--- src/rtl/ps2_cmd_sequencer_if.sv ---
// ps2_cmd_sequencer_if: command handshake plus PS/2 transmitter/receiver signals of the sequencer
interface ps2_cmd_sequencer_if;
  logic       cmd_req;
  logic [7:0] cmd_byte;
  logic       has_arg;
  logic [7:0] arg_byte;
  logic       cmd_busy;
  logic       cmd_done;
  logic       cmd_error;
  logic [1:0] err_code;
  logic       w_enable;
  logic [7:0] data_in;
  logic       tx_finished;
  logic       tx_idle;
  logic       rx_done_tick;
  logic [7:0] rx_data;
  modport master (
    input  cmd_req, cmd_byte, has_arg, arg_byte, tx_finished, tx_idle, rx_done_tick, rx_data,
    output cmd_busy, cmd_done, cmd_error, err_code, w_enable, data_in
  );
  modport slave (
    output cmd_req, cmd_byte, has_arg, arg_byte, tx_finished, tx_idle, rx_done_tick, rx_data,
    input  cmd_busy, cmd_done, cmd_error, err_code, w_enable, data_in
  );
endinterface

--- src/rtl/ps2_cmd_sequencer.sv ---
// ps2_cmd_sequencer: sends a PS/2 command (plus optional argument) and handles ACK/resend/error/timeout
module ps2_cmd_sequencer #(
  parameter int unsigned ACK_TIMEOUT = 1_000_000,
  parameter int unsigned MAX_RETRY   = 3,
  parameter int unsigned TW          = 20
) (
  input logic                 clk,
  input logic                 reset,
  ps2_cmd_sequencer_if.master bus
);
  typedef enum logic [2:0] {IDLE, LOAD, WAIT_TX, WAIT_ACK, DONE, ERROR} state_t;
  state_t        state, state_d;
  logic          phase, phase_d, has_q, has_d, wen_q, wen_d;
  logic [1:0]    retry, retry_d, err_q, err_d;
  logic [TW-1:0] cnt, cnt_d;
  logic [7:0]    cmd_q, cmd_d, arg_q, arg_d, data_q, data_d;
  logic          timeout, can_retry, rx_ack, rx_resend, rx_err;
  assign timeout   = cnt >= TW'(ACK_TIMEOUT - 1);
  assign can_retry = retry < 2'(MAX_RETRY);
  assign rx_ack    = bus.rx_done_tick && bus.rx_data == 8'hFA;
  assign rx_resend = bus.rx_done_tick && bus.rx_data == 8'hFE;
  assign rx_err    = bus.rx_done_tick && bus.rx_data == 8'hFC;
  always_comb begin
    state_d = state;
    phase_d = phase;
    retry_d = retry;
    cnt_d   = cnt;
    cmd_d   = cmd_q;
    arg_d   = arg_q;
    has_d   = has_q;
    data_d  = data_q;
    err_d   = err_q;
    wen_d   = 1'b0;
    case (state)
      IDLE: if (bus.cmd_req) begin
        state_d = LOAD;
        phase_d = 1'b0;
        retry_d = 2'd0;
        cmd_d   = bus.cmd_byte;
        arg_d   = bus.arg_byte;
        has_d   = bus.has_arg;
      end
      LOAD: begin
        data_d  = phase ? arg_q : cmd_q;
        wen_d   = bus.tx_idle;
        state_d = bus.tx_idle ? WAIT_TX : LOAD;
      end
      WAIT_TX: if (bus.tx_finished) begin
        state_d = WAIT_ACK;
        cnt_d   = '0;
      end
      WAIT_ACK: begin
        cnt_d = (cnt == '1) ? cnt : cnt + TW'(1);
        // a received byte takes precedence over a coincident timeout; unknown bytes fall through
        if (rx_ack) begin
          state_d = (!phase && has_q) ? LOAD : DONE;
          phase_d = phase | has_q;
          retry_d = (!phase && has_q) ? 2'd0 : retry;
        end else if (rx_err) begin
          state_d = ERROR;
          err_d   = 2'b01;
        end else if (rx_resend || timeout) begin
          state_d = can_retry ? LOAD : ERROR;
          retry_d = can_retry ? retry + 2'd1 : retry;
          err_d   = can_retry ? err_q : (rx_resend ? 2'b11 : 2'b10);
        end
      end
      default: state_d = IDLE;
    endcase
  end
  always_ff @(posedge clk or negedge reset) begin
    if (!reset) begin
      state  <= IDLE;
      phase  <= 1'b0;
      retry  <= 2'd0;
      cnt    <= '0;
      cmd_q  <= 8'h00;
      arg_q  <= 8'h00;
      has_q  <= 1'b0;
      data_q <= 8'h00;
      err_q  <= 2'b00;
      wen_q  <= 1'b0;
    end else begin
      state  <= state_d;
      phase  <= phase_d;
      retry  <= retry_d;
      cnt    <= cnt_d;
      cmd_q  <= cmd_d;
      arg_q  <= arg_d;
      has_q  <= has_d;
      data_q <= data_d;
      err_q  <= err_d;
      wen_q  <= wen_d;
    end
  end
  assign bus.cmd_busy  = state != IDLE;
  assign bus.cmd_done  = state == DONE;
  assign bus.cmd_error = state == ERROR;
  assign bus.err_code  = err_q;
  assign bus.w_enable  = wen_q;
  assign bus.data_in   = data_q;
endmodule

--- src/flat_wrapper.sv ---
// flat-port wrapper written by rule: the top's interface ports become plain ports
module ps2_cmd_sequencer_flat 
#(
  parameter int unsigned ACK_TIMEOUT = 1_000_000,
  parameter int unsigned MAX_RETRY   = 3,
  parameter int unsigned TW          = 20
)
  (clk, reset, bus_cmd_req, bus_cmd_byte, bus_has_arg, bus_arg_byte, bus_tx_finished, bus_tx_idle, bus_rx_done_tick, bus_rx_data, bus_cmd_busy, bus_cmd_done, bus_cmd_error, bus_err_code, bus_w_enable, bus_data_in);
  ps2_cmd_sequencer_if bus_i ();
  input logic clk;
  input logic reset;
  input wire logic [$bits(bus_i.cmd_req)-1:0] bus_cmd_req;
  input wire logic [$bits(bus_i.cmd_byte)-1:0] bus_cmd_byte;
  input wire logic [$bits(bus_i.has_arg)-1:0] bus_has_arg;
  input wire logic [$bits(bus_i.arg_byte)-1:0] bus_arg_byte;
  input wire logic [$bits(bus_i.tx_finished)-1:0] bus_tx_finished;
  input wire logic [$bits(bus_i.tx_idle)-1:0] bus_tx_idle;
  input wire logic [$bits(bus_i.rx_done_tick)-1:0] bus_rx_done_tick;
  input wire logic [$bits(bus_i.rx_data)-1:0] bus_rx_data;
  output wire logic [$bits(bus_i.cmd_busy)-1:0] bus_cmd_busy;
  output wire logic [$bits(bus_i.cmd_done)-1:0] bus_cmd_done;
  output wire logic [$bits(bus_i.cmd_error)-1:0] bus_cmd_error;
  output wire logic [$bits(bus_i.err_code)-1:0] bus_err_code;
  output wire logic [$bits(bus_i.w_enable)-1:0] bus_w_enable;
  output wire logic [$bits(bus_i.data_in)-1:0] bus_data_in;
  assign bus_i.cmd_req = bus_cmd_req;
  assign bus_i.cmd_byte = bus_cmd_byte;
  assign bus_i.has_arg = bus_has_arg;
  assign bus_i.arg_byte = bus_arg_byte;
  assign bus_i.tx_finished = bus_tx_finished;
  assign bus_i.tx_idle = bus_tx_idle;
  assign bus_i.rx_done_tick = bus_rx_done_tick;
  assign bus_i.rx_data = bus_rx_data;
  assign bus_cmd_busy = bus_i.cmd_busy;
  assign bus_cmd_done = bus_i.cmd_done;
  assign bus_cmd_error = bus_i.cmd_error;
  assign bus_err_code = bus_i.err_code;
  assign bus_w_enable = bus_i.w_enable;
  assign bus_data_in = bus_i.data_in;
  ps2_cmd_sequencer #(.ACK_TIMEOUT(ACK_TIMEOUT), .MAX_RETRY(MAX_RETRY), .TW(TW)) u_core (.clk(clk), .reset(reset), .bus(bus_i));
endmodule
--- config.mk ---
export PLATFORM = sky130hd
export DESIGN_NAME = ps2_cmd_sequencer_flat
export DESIGN_NICKNAME = d
export VERILOG_FILES = /design/src/rtl/ps2_cmd_sequencer_if.sv /design/src/rtl/ps2_cmd_sequencer.sv /design/src/flat_wrapper.sv
export SDC_FILE = /design/constraint.sdc
export NUM_CORES = 1
export LEC_CHECK = 0
export CORE_UTILIZATION = 50
export CTS_BUF_LIST = sky130_fd_sc_hd__clkbuf_4
export DETAILED_ROUTE_END_ITERATION = 7
export PLACE_DENSITY = 0.81
export SETUP_SLACK_MARGIN = 0.4
export SLEW_MARGIN = 30
export SYNTH_ARGS = -nofsm -noshare
export SYNTH_HDL_FRONTEND = slang
export SYNTH_SLANG_ARGS = --single-unit
--- constraint.sdc ---
create_clock -name clk -period 3.8 [get_ports clk]
set_clock_uncertainty 0.1 [all_clocks]
set_input_delay 0.38 -clock clk [delete_from_list [all_inputs] [get_ports clk]]
set_output_delay 0.38 -clock clk [all_outputs]
set_load 0.01 [all_outputs]
---- Word-level counts from Yosys, hierarchy flattened ----
Index checks and enable logic that the tools add are counted.
storage, ports and cells
  register bits after elaboration ......... 54
  input port bits ......................... 31
  output and inout bits ................... 14
  logic and storage cells ................. 80
operators by class
  add/sub/neg operators ................... 2
  order comparisons ....................... 2
  eq/ne operators ......................... 19
  muxes and demuxes ....................... 28
  bitwise operators ....................... 2
  reduce and logical (&&, ||, !) cells .... 17
operators by type and width
  kind                   number
  $mux 20                2
  $pmux 20 s2            1
  $eq 8x8->1 const B     3
  $mux 3                 7
  $add 20x1->20 const B  1
  $eq 20x20->1 const B   1
  $ge 20x20->1 const B   1
  $mux 2                 10
  $pmux 3 s4             1
  $reduce_and 3->1       3
  $mux 8                 1
  $ne 2x2->1 const B     4
  $eq 3x2->1 const B     2
  $eq 3x3->1 const B     2
  $ne 3x1->1 const B     2
  $reduce_and 6->1       1
  $reduce_bool 2->1      3
  $logic_and 1x1->1      4
  $mux 1                 4
  $ne 4x1->1 const B     1
  $pmux 2 s2             1
  $reduce_and 4->1       1
  $eq 3x1->1 const B     1
  $logic_not 3->1        1
  12 further kinds       12

---- Longest topological paths before layout ----
Gate-level depths: netlist of run 1.
  depth after elaboration ................. 7
  depth in mapped cells ................... 8
  mapped depth without buffers ............ 6

---- Worst setup path before layout of run 1 ----
No wires, ideal clock.
  path type ............................... register to register
  start point ............................. register u_core.state[1]
  end point ............................... register u_core.arg_q[0]
  arrival time ............................ 1,808 ps
  required time ........................... 3,575 ps
  path slack .............................. 1,767 ps
  stages on the path, launching flop included .. 6
  path buffers ............................ 2
  period minus slack after synthesis ...... 2,033 ps
  cell sequence ........................... dfrtp_1 > buf_2 > or3_1 > nor2_2 > buf_4 > mux2_2
on the way
  longest elaborated chain between the ends .. 2
RTL lines
  element                     RTL line                 source
  start: declaration          ps2_cmd_sequencer.sv:12  state_t state, state_d;
  start signal: assignment    ps2_cmd_sequencer.sv:84  state <= state_d;
  $logic_not 3->1             ps2_cmd_sequencer.sv:34  case (state)
  $reduce_and 2->1 (no line)  --
  end signal: assignment      ps2_cmd_sequencer.sv:89  arg_q <= arg_d;
  end: declaration            ps2_cmd_sequencer.sv:16  logic [7:0] cmd_q, cmd_d, arg_q, arg_d, data_q, data_d;
No other way between the ends.
A chain may end at the register's enable or synchronous reset.

---- Final worst setup path of run 1 ----
  start point ............................. register u_core.state[0]
  end point ............................... output bus_cmd_error
on the way
  longest elaborated chain between the ends .. 1
RTL lines
  element           RTL line                 source
  $eq 3x3->1        ps2_cmd_sequencer.sv:98  assign bus.cmd_error = state == ERROR;
  end: declaration  flat_wrapper.sv:22       output wire logic [$bits(bus_i.cmd_error)-1:0] bus_cmd_error;
No other way between the ends.

==> results.sh, run 1 <==
export IMPL_finalSetupTns_ns=0
export IMPL_rows=26
export IMPL_cts_sinks=54
export IMPL_synth_seq_cells=54
export IMPL_diodes=0
export IMPL_cts_tree="built"
export IMPL_wl_per_cell_um=15.8
export IMPL_worst_slew_pin_slew_ns=0.788
export IMPL_drt_pass1_iter_count=5
export IMPL_cts_root_buf="clkbuf_4"
export IMPL_grtUsageTotal_pct=22.0
export IMPL_die_y_um=77.0
export IMPL_drt_iter0_drc=169
export IMPL_yosys_warnings=0
export IMPL_fmax_mhz=372
export IMPL_gr_total_overflow=0
export IMPL_clk_latency_ns=0.38
export IMPL_routed_wl_mm=6.10
export IMPL_die_area_um2=5930
export IMPL_switchingPower_uw=766
export IMPL_post_route_period_util_pct=70.7
export IMPL_gp_congestion=0.856
export IMPL_final_layout_size_suffix_gt1_share_pct=12.7
export IMPL_yosys_area_top_type="dfrtp_1"
export IMPL_dp_hpwl_mm=4.43
export IMPL_cts_htree_levels=2
export IMPL_combPwrFrac_pct=40.7
export IMPL_p_leak_uw=0.00134
export IMPL_antenna_found_initial=0
export IMPL_crit_type="flop to output pin"
export IMPL_drt_vias_per_instance=5.96
export IMPL_setup_ws_ns=1.11
export IMPL_outcome="completed"
export IMPL_ys_top_cells_by_count="54 x dfrtp_1, 22 x nand2_1, 19 x a21oi_1, 17 x mux2_2, 16 x nor2_1"
export IMPL_async_flop_share_pct=100
export IMPL_vdd_drop_max_mv=0.271
export IMPL_yosys_most_used_dff="dfrtp_1"
export IMPL_cts_made_buffers=5
export IMPL_synth_edf_count=0
export IMPL_design_portCount=45
export IMPL_yosysMostFrequentCell="dfrtp_1"
export IMPL_syn_inst=272
export IMPL_syn_num_nets=305
export IMPL_cts_resized=0
export IMPL_synth_top_area_share_pct=48.1
export IMPL_io_buffers=44
export IMPL_power_density_nw_per_um2=601
export IMPL_p_int_uw=1260
export IMPL_period_needed_ns=2.69
export IMPL_ant_nets=0
export IMPL_pwr_share_seq_pct=46.8
export IMPL_cp_max_fo=18
export IMPL_ys_seq_area_share_pct=48.1
export IMPL_p_total_uw=2030
export IMPL_drv_slew=0
export IMPL_final_hold_violation_count=0
export IMPL_dp_slack_ns=1.26
export IMPL_fp_dieW_um=77.0
export IMPL_cap_violations=0
export IMPL_layout_nets=348
export IMPL_cts_clk_slew_worst_paths_ns=0.16
export IMPL_cp_required_ns=3.32
export IMPL_drc=0
export IMPL_critPathArrivalTime_ns=2.21
export IMPL_synth_area_leaders="dfrtp_1 48%, mux2_2 6.8%, mux2i_1 3.9%, a21oi_1 3.4%, nand2_1 2.9%"
export IMPL_vias=2293
export IMPL_grt_start_max_net_pins=35
export IMPL_start_util_pct=53.3
export IMPL_syn_area_per_cell_um2=10.3
export IMPL_max_slew_margin_rel_pct=47.4
export IMPL_hold_class="flop to flop"
export IMPL_design_area_um2=3370
export IMPL_cp_end_kind="output pin"
export IMPL_swShare_pct=37.8
export IMPL_clkPwrFrac_pct=12.5
export IMPL_grt_pass1_vias=2148
export IMPL_fin_hold_ws_ns=0.418
export IMPL_synthToLayoutAreaGrowth_pct=20.0
export IMPL_dpl_cell_area_um2=3310
export IMPL_grt_pass1_wl_mm=10.3
export IMPL_core_area_um2=5270
export IMPL_setup_worst_path_start_class="flop"
export IMPL_clockBufferDepth=2
export IMPL_finalSetupViolCount=0
export IMPL_yosysUniqueCellTypes=55
export IMPL_rsz0062_at_grt="false"
export IMPL_syn_area_um2=2810
## repair_timing
item | in CTS | in global routing
hold endpoints to repair | 33 | 0
hold buffers | 1 | 0
setup buffers | 0 | 0
## state kept, by name, summed over array words and instances (netlist names)
name / cells
u_core.bus.data_in: 8
u_core.bus.w_enable: 1
u_core.state: 3
u_core.cnt: 20
u_core.bus.err_code: 2
u_core.has_q: 1
u_core.arg_q: 8
u_core.retry: 2
u_core.phase: 1
u_core.cmd_q: 8
## worst paths after layout
check	startpoint	endpoint	slack [ns]	depth (start not counted)
max reg2reg	u_core.state[0]$_DFFE_PN0P_	u_core.cnt[17]$_DFFE_PN0P_	1.25	5
min in group asynchronous	reset	u_core.cnt[3]$_DFFE_PN0P_	0.50	2
min	u_core.bus.err_code[0]$_DFFE_PN0P_	u_core.bus.err_code[0]$_DFFE_PN0P_	0.42	1
min reg2reg	u_core.bus.err_code[0]$_DFFE_PN0P_	u_core.bus.err_code[0]$_DFFE_PN0P_	0.42	1
max	u_core.state[0]$_DFFE_PN0P_	bus_cmd_error	1.11	3
max in group asynchronous	reset	u_core.bus.w_enable$_DFF_PN0_	2.31	3
## placed cells by master, fill, tap and decap left out, types with 4 or more instances in the layout
cell and n:
nor2_1 16, clkdlybuf4s50_1 43, nand3b_1 5, or3_1 6, and2_1 6, clkbuf_4 5, nor4_1 5, o21ai_0 12
mux2i_1 11, dfrtp_1 54, nand3_1 8, nand2b_1 4, a21oi_1 19, inv_1 6, o31ai_1 5, nand2_1 22
nand4_1 7, nor3_1 6, mux2_2 17, or4_1 4
## power by group through the flow
stage	sequential (uW)	clock, uW	combinational (uW)
final	949	253	826
after global routing	982	278	911
after CTS	944	262	830
after detailed placement	957	0	831
after global placement	944	0	792
after floorplan	912	0	591
## kinds of logic after synthesis
| family | synth area share (%) |
|---|---|
| buffers and inverters | 2.94 |
| muxes | 12.1 |
| AOI/OAI and AO/OA | 14.3 |
| and+or+nand+nor | 21.7 |
| DFF | 48.1 |
| adders and majority gates | 0.890 |
## routing by layer
metal	GRT usage, %	part of all wire [%]	wire length [um]	vias up
met2	36.2	50	3040	60
met1	29.3	44	2710	1120
met4	8.11	1.8	109	0
li1	-	-	-	1101
met3	3.69	3.9	238	12
met5	0	0	0	-
## stage by stage
step,utilization [%],std cells
floorplan,-,272
global placement,62.6,377
detailed placement,62.7,377
CTS,63.9,385
global route,64.0,385
finish,64.0,385
## critical path, cell delays in order (launching register included)
cell	delay (ns)
dfrtp_1	0.73
inv_2	0.22
nor3b_1	0.27
clkdlybuf4s50_1	0.62
## cell type report
| cell class | instances | area (um2) |
|---|---|---|
| fill | 454 | 1900 |
| multi-input combinational | 200 | 1400 |
| sequential | 54 | 1350 |
| timing repair buffer | 47 | 460 |
| tap | 70 | 87.6 |
| clock buffer | 5 | 37.5 |
| inverter | 7 | 26.3 |
| clock inverter | 2 | 13.8 |
Note: power is estimated with default switching activity, not from simulation.
==> run 2, diff against run 1 <==
- PLACE_DENSITY: 0.81 -> 0.84
- clock period: 3.8 -> 2.25 ns (I/O delays scaled with it)
==> run 2 against run 1 <==
Global-route usage rose by 4.3 points. Via count increased by 28%. Utilization grew 17 points. Combinational power increased to 3.2 times the previous value. Routed wire length rose by 64%. Design area rose by 26%. Highest routed layer unchanged. Hold slack got worse by 0.088 ns.
==> results.sh, run 2 (synthesis gave the netlist of run 1 again) <==
export IMPL_drt_pass1_iter_count=6
export IMPL_clockBufferDepth=2
export IMPL_setup_ws_ns=0.118
export IMPL_routed_wl_mm=10.0
export IMPL_p_leak_uw=0.00178
export IMPL_max_slew_margin_rel_pct=53.8
export IMPL_rows=26
export IMPL_r2r_start="u_core.cnt[12]$_DFFE_PN0P_"
export IMPL_dp_hpwl_mm=4.68
export IMPL_drv_slew=0
export IMPL_design_portCount=45
export IMPL_start_util_pct=53.3
export IMPL_antenna_found_initial=0
export IMPL_finalSetupViolCount=0
export IMPL_hold_depth=2
export IMPL_cp_max_fo=4
export IMPL_cts_tree="built"
export IMPL_core_area_um2=5270
export IMPL_diodes=0
export IMPL_r2r_slack_ns=0.12
export IMPL_dp_cells=398
export IMPL_die_area_um2=5930
export IMPL_hold_class="input port to flop"
export IMPL_pwr_share_seq_pct=33.1
export IMPL_grt_start_max_net_pins=55
export IMPL_cts_clk_slew_worst_paths_ns=0.16
export IMPL_gr_total_overflow=0
export IMPL_regMostFlops="u_core.cnt"
export IMPL_cp_end_kind="flop"
export IMPL_gp_congestion=0.916
export IMPL_setup_worst_path_start_class="flop"
export IMPL_grt_pass1_vias=2612
export IMPL_multiInputGateArea_um2=1610
export IMPL_cts_htree_levels=2
export IMPL_crit_type="flop to flop"
export IMPL_drt_iter0_drc=412
export IMPL_crit_start="u_core.cnt[12]$_DFFE_PN0P_"
export IMPL_final_cell_mix="54 x buf_4, 49 x dfrtp_1, 40 x clkdlybuf4s50_1"
export IMPL_final_hold_violation_count=0
export IMPL_layout_nets=416
export IMPL_clkPwrFrac_pct=12.1
export IMPL_swShare_pct=38.0
export IMPL_die_y_um=77.0
export IMPL_reg2reg_depth=5
export IMPL_stdcell_count=454
export IMPL_worstReg2RegEnd="u_core.retry[0]$_DFFE_PN0P_"
export IMPL_dpl_cell_area_um2=3490
export IMPL_cts_made_buffers=5
export IMPL_fp_dieW_um=77.0
export IMPL_rsz0062_at_grt="true"
export IMPL_io_buffers=44
export IMPL_clk_latency_ns=0.40
export IMPL_worst_slew_pin_slew_ns=0.693
export IMPL_drc=0
export IMPL_combPwrFrac_pct=54.8
export IMPL_critPathArrivalTime_ns=2.33
export IMPL_grtUsageTotal_pct=26.3
export IMPL_regArea_um2=1360
export IMPL_design_area_um2=4240
export IMPL_dp_slack_ns=0.0223
export IMPL_finalSetupTns_ns=0
export IMPL_drt_vias_per_instance=6.47
export IMPL_power_density_nw_per_um2=1130
export IMPL_largest_reg_flops=20
export IMPL_cap_violations=0
export IMPL_cp_required_ns=2.45
export IMPL_layout_commonest_cell="buf_4"
export IMPL_crit_path_end="u_core.retry[0]$_DFFE_PN0P_"
export IMPL_vdd_drop_max_mv=0.601
export IMPL_outcome="completed"
export IMPL_ant_nets=0
export IMPL_fmax_mhz=469
export IMPL_switchingPower_uw=1810
export IMPL_grt_pass1_wl_mm=12.2
export IMPL_p_int_uw=2960
export IMPL_wl_per_cell_um=22.1
export IMPL_synthToLayoutAreaGrowth_pct=51.0
export IMPL_period_needed_ns=2.13
export IMPL_final_layout_size_suffix_gt1_share_pct=39.3
export IMPL_p_total_uw=4780
export IMPL_post_route_period_util_pct=94.7
export IMPL_cts_root_buf="clkbuf_4"
export IMPL_fillCellCount=300
export IMPL_cts_sinks=54
export IMPL_vias=2938
==> run 2: cell type report <==
| cell class | instances | share of cell area [%] |
|---|---|---|
| multi-input combinational | 200 | 37.9 |
| sequential | 54 | 32.0 |
| timing repair buffer | 115 | 25.4 |
| tap | 70 | 2.06 |
| clock buffer | 6 | 1.06 |
| clock inverter | 2 | 0.884 |
| inverter | 7 | 0.678 |
==> run 2: through the flow <==
| stage | util [%] | hold WS (ns) |
|---|---|---|
| after global routing | 80.5 | 0.308 |
| after detailed placement | 66.1 | 0.294 |
| after CTS | 71.6 | 0.339 |
| after global placement | 66.1 | 0.289 |
| after floorplan | - | -0.171 |
| final | 80.5 | 0.330 |
==> run 2: metal layers <==
layer  part of all wire [%]  GRT usage (%)  routed length (um)
met5                      0              0                   0
met1                     37           33.3                3730
met3                    7.4           4.76                 747
met4                    5.2           13.6                 524
met2                     50           43.0                5020
==> run 2: worst min path at each step <==
| stage | from | end |
|---|---|---|
| floorplan | reset | u_core.arg_q[0]$_DFFE_PN0P_ |
| global placement | reset | u_core.cnt[8]$_DFFE_PN0P_ |
| detailed placement | reset | u_core.cnt[5]$_DFFE_PN0P_ |
| CTS | bus_cmd_byte[5] | u_core.cmd_q[5]$_DFFE_PN0P_ |
| global route | bus_arg_byte[3] | u_core.arg_q[3]$_DFFE_PN0P_ |
| finish | bus_arg_byte[3] | u_core.arg_q[3]$_DFFE_PN0P_ |
==> run 2: power by group through the flow <==
stage | Sequential, uW | Clock, uW | Combinational [uW]
6_report | 1580 | 578 | 2620
5_1_grt | 1600 | 611 | 2760
4_1_cts | 1540 | 556 | 1920
3_5_place_dp | 1580 | 0 | 1650
3_3_place_gp | 1560 | 0 | 1580
2_1_floorplan | 1540 | 0 | 1020
==> run 2: what timing repair did <==
| action | CTS | global route |
|---|---|---|
| setup endpoints to repair | 40 | 44 |
| gates cloned | 0 | 1 |
| gates resized for setup | 24 | 60 |
| setup buffers | 19 | 27 |
| pin swaps | 11 | 16 |
| endpoints found under the hold margin | 54 | 0 |
| hold buffers | 1 | 0 |
==> run 2: critical path, stage by stage, from the launching register on <==
cell and delay [ns]:
dfrtp_2 0.47, or4_4 0.58, o211ai_1 0.23, o21ai_2 0.13, o221ai_2 0.20, mux2_4 0.32
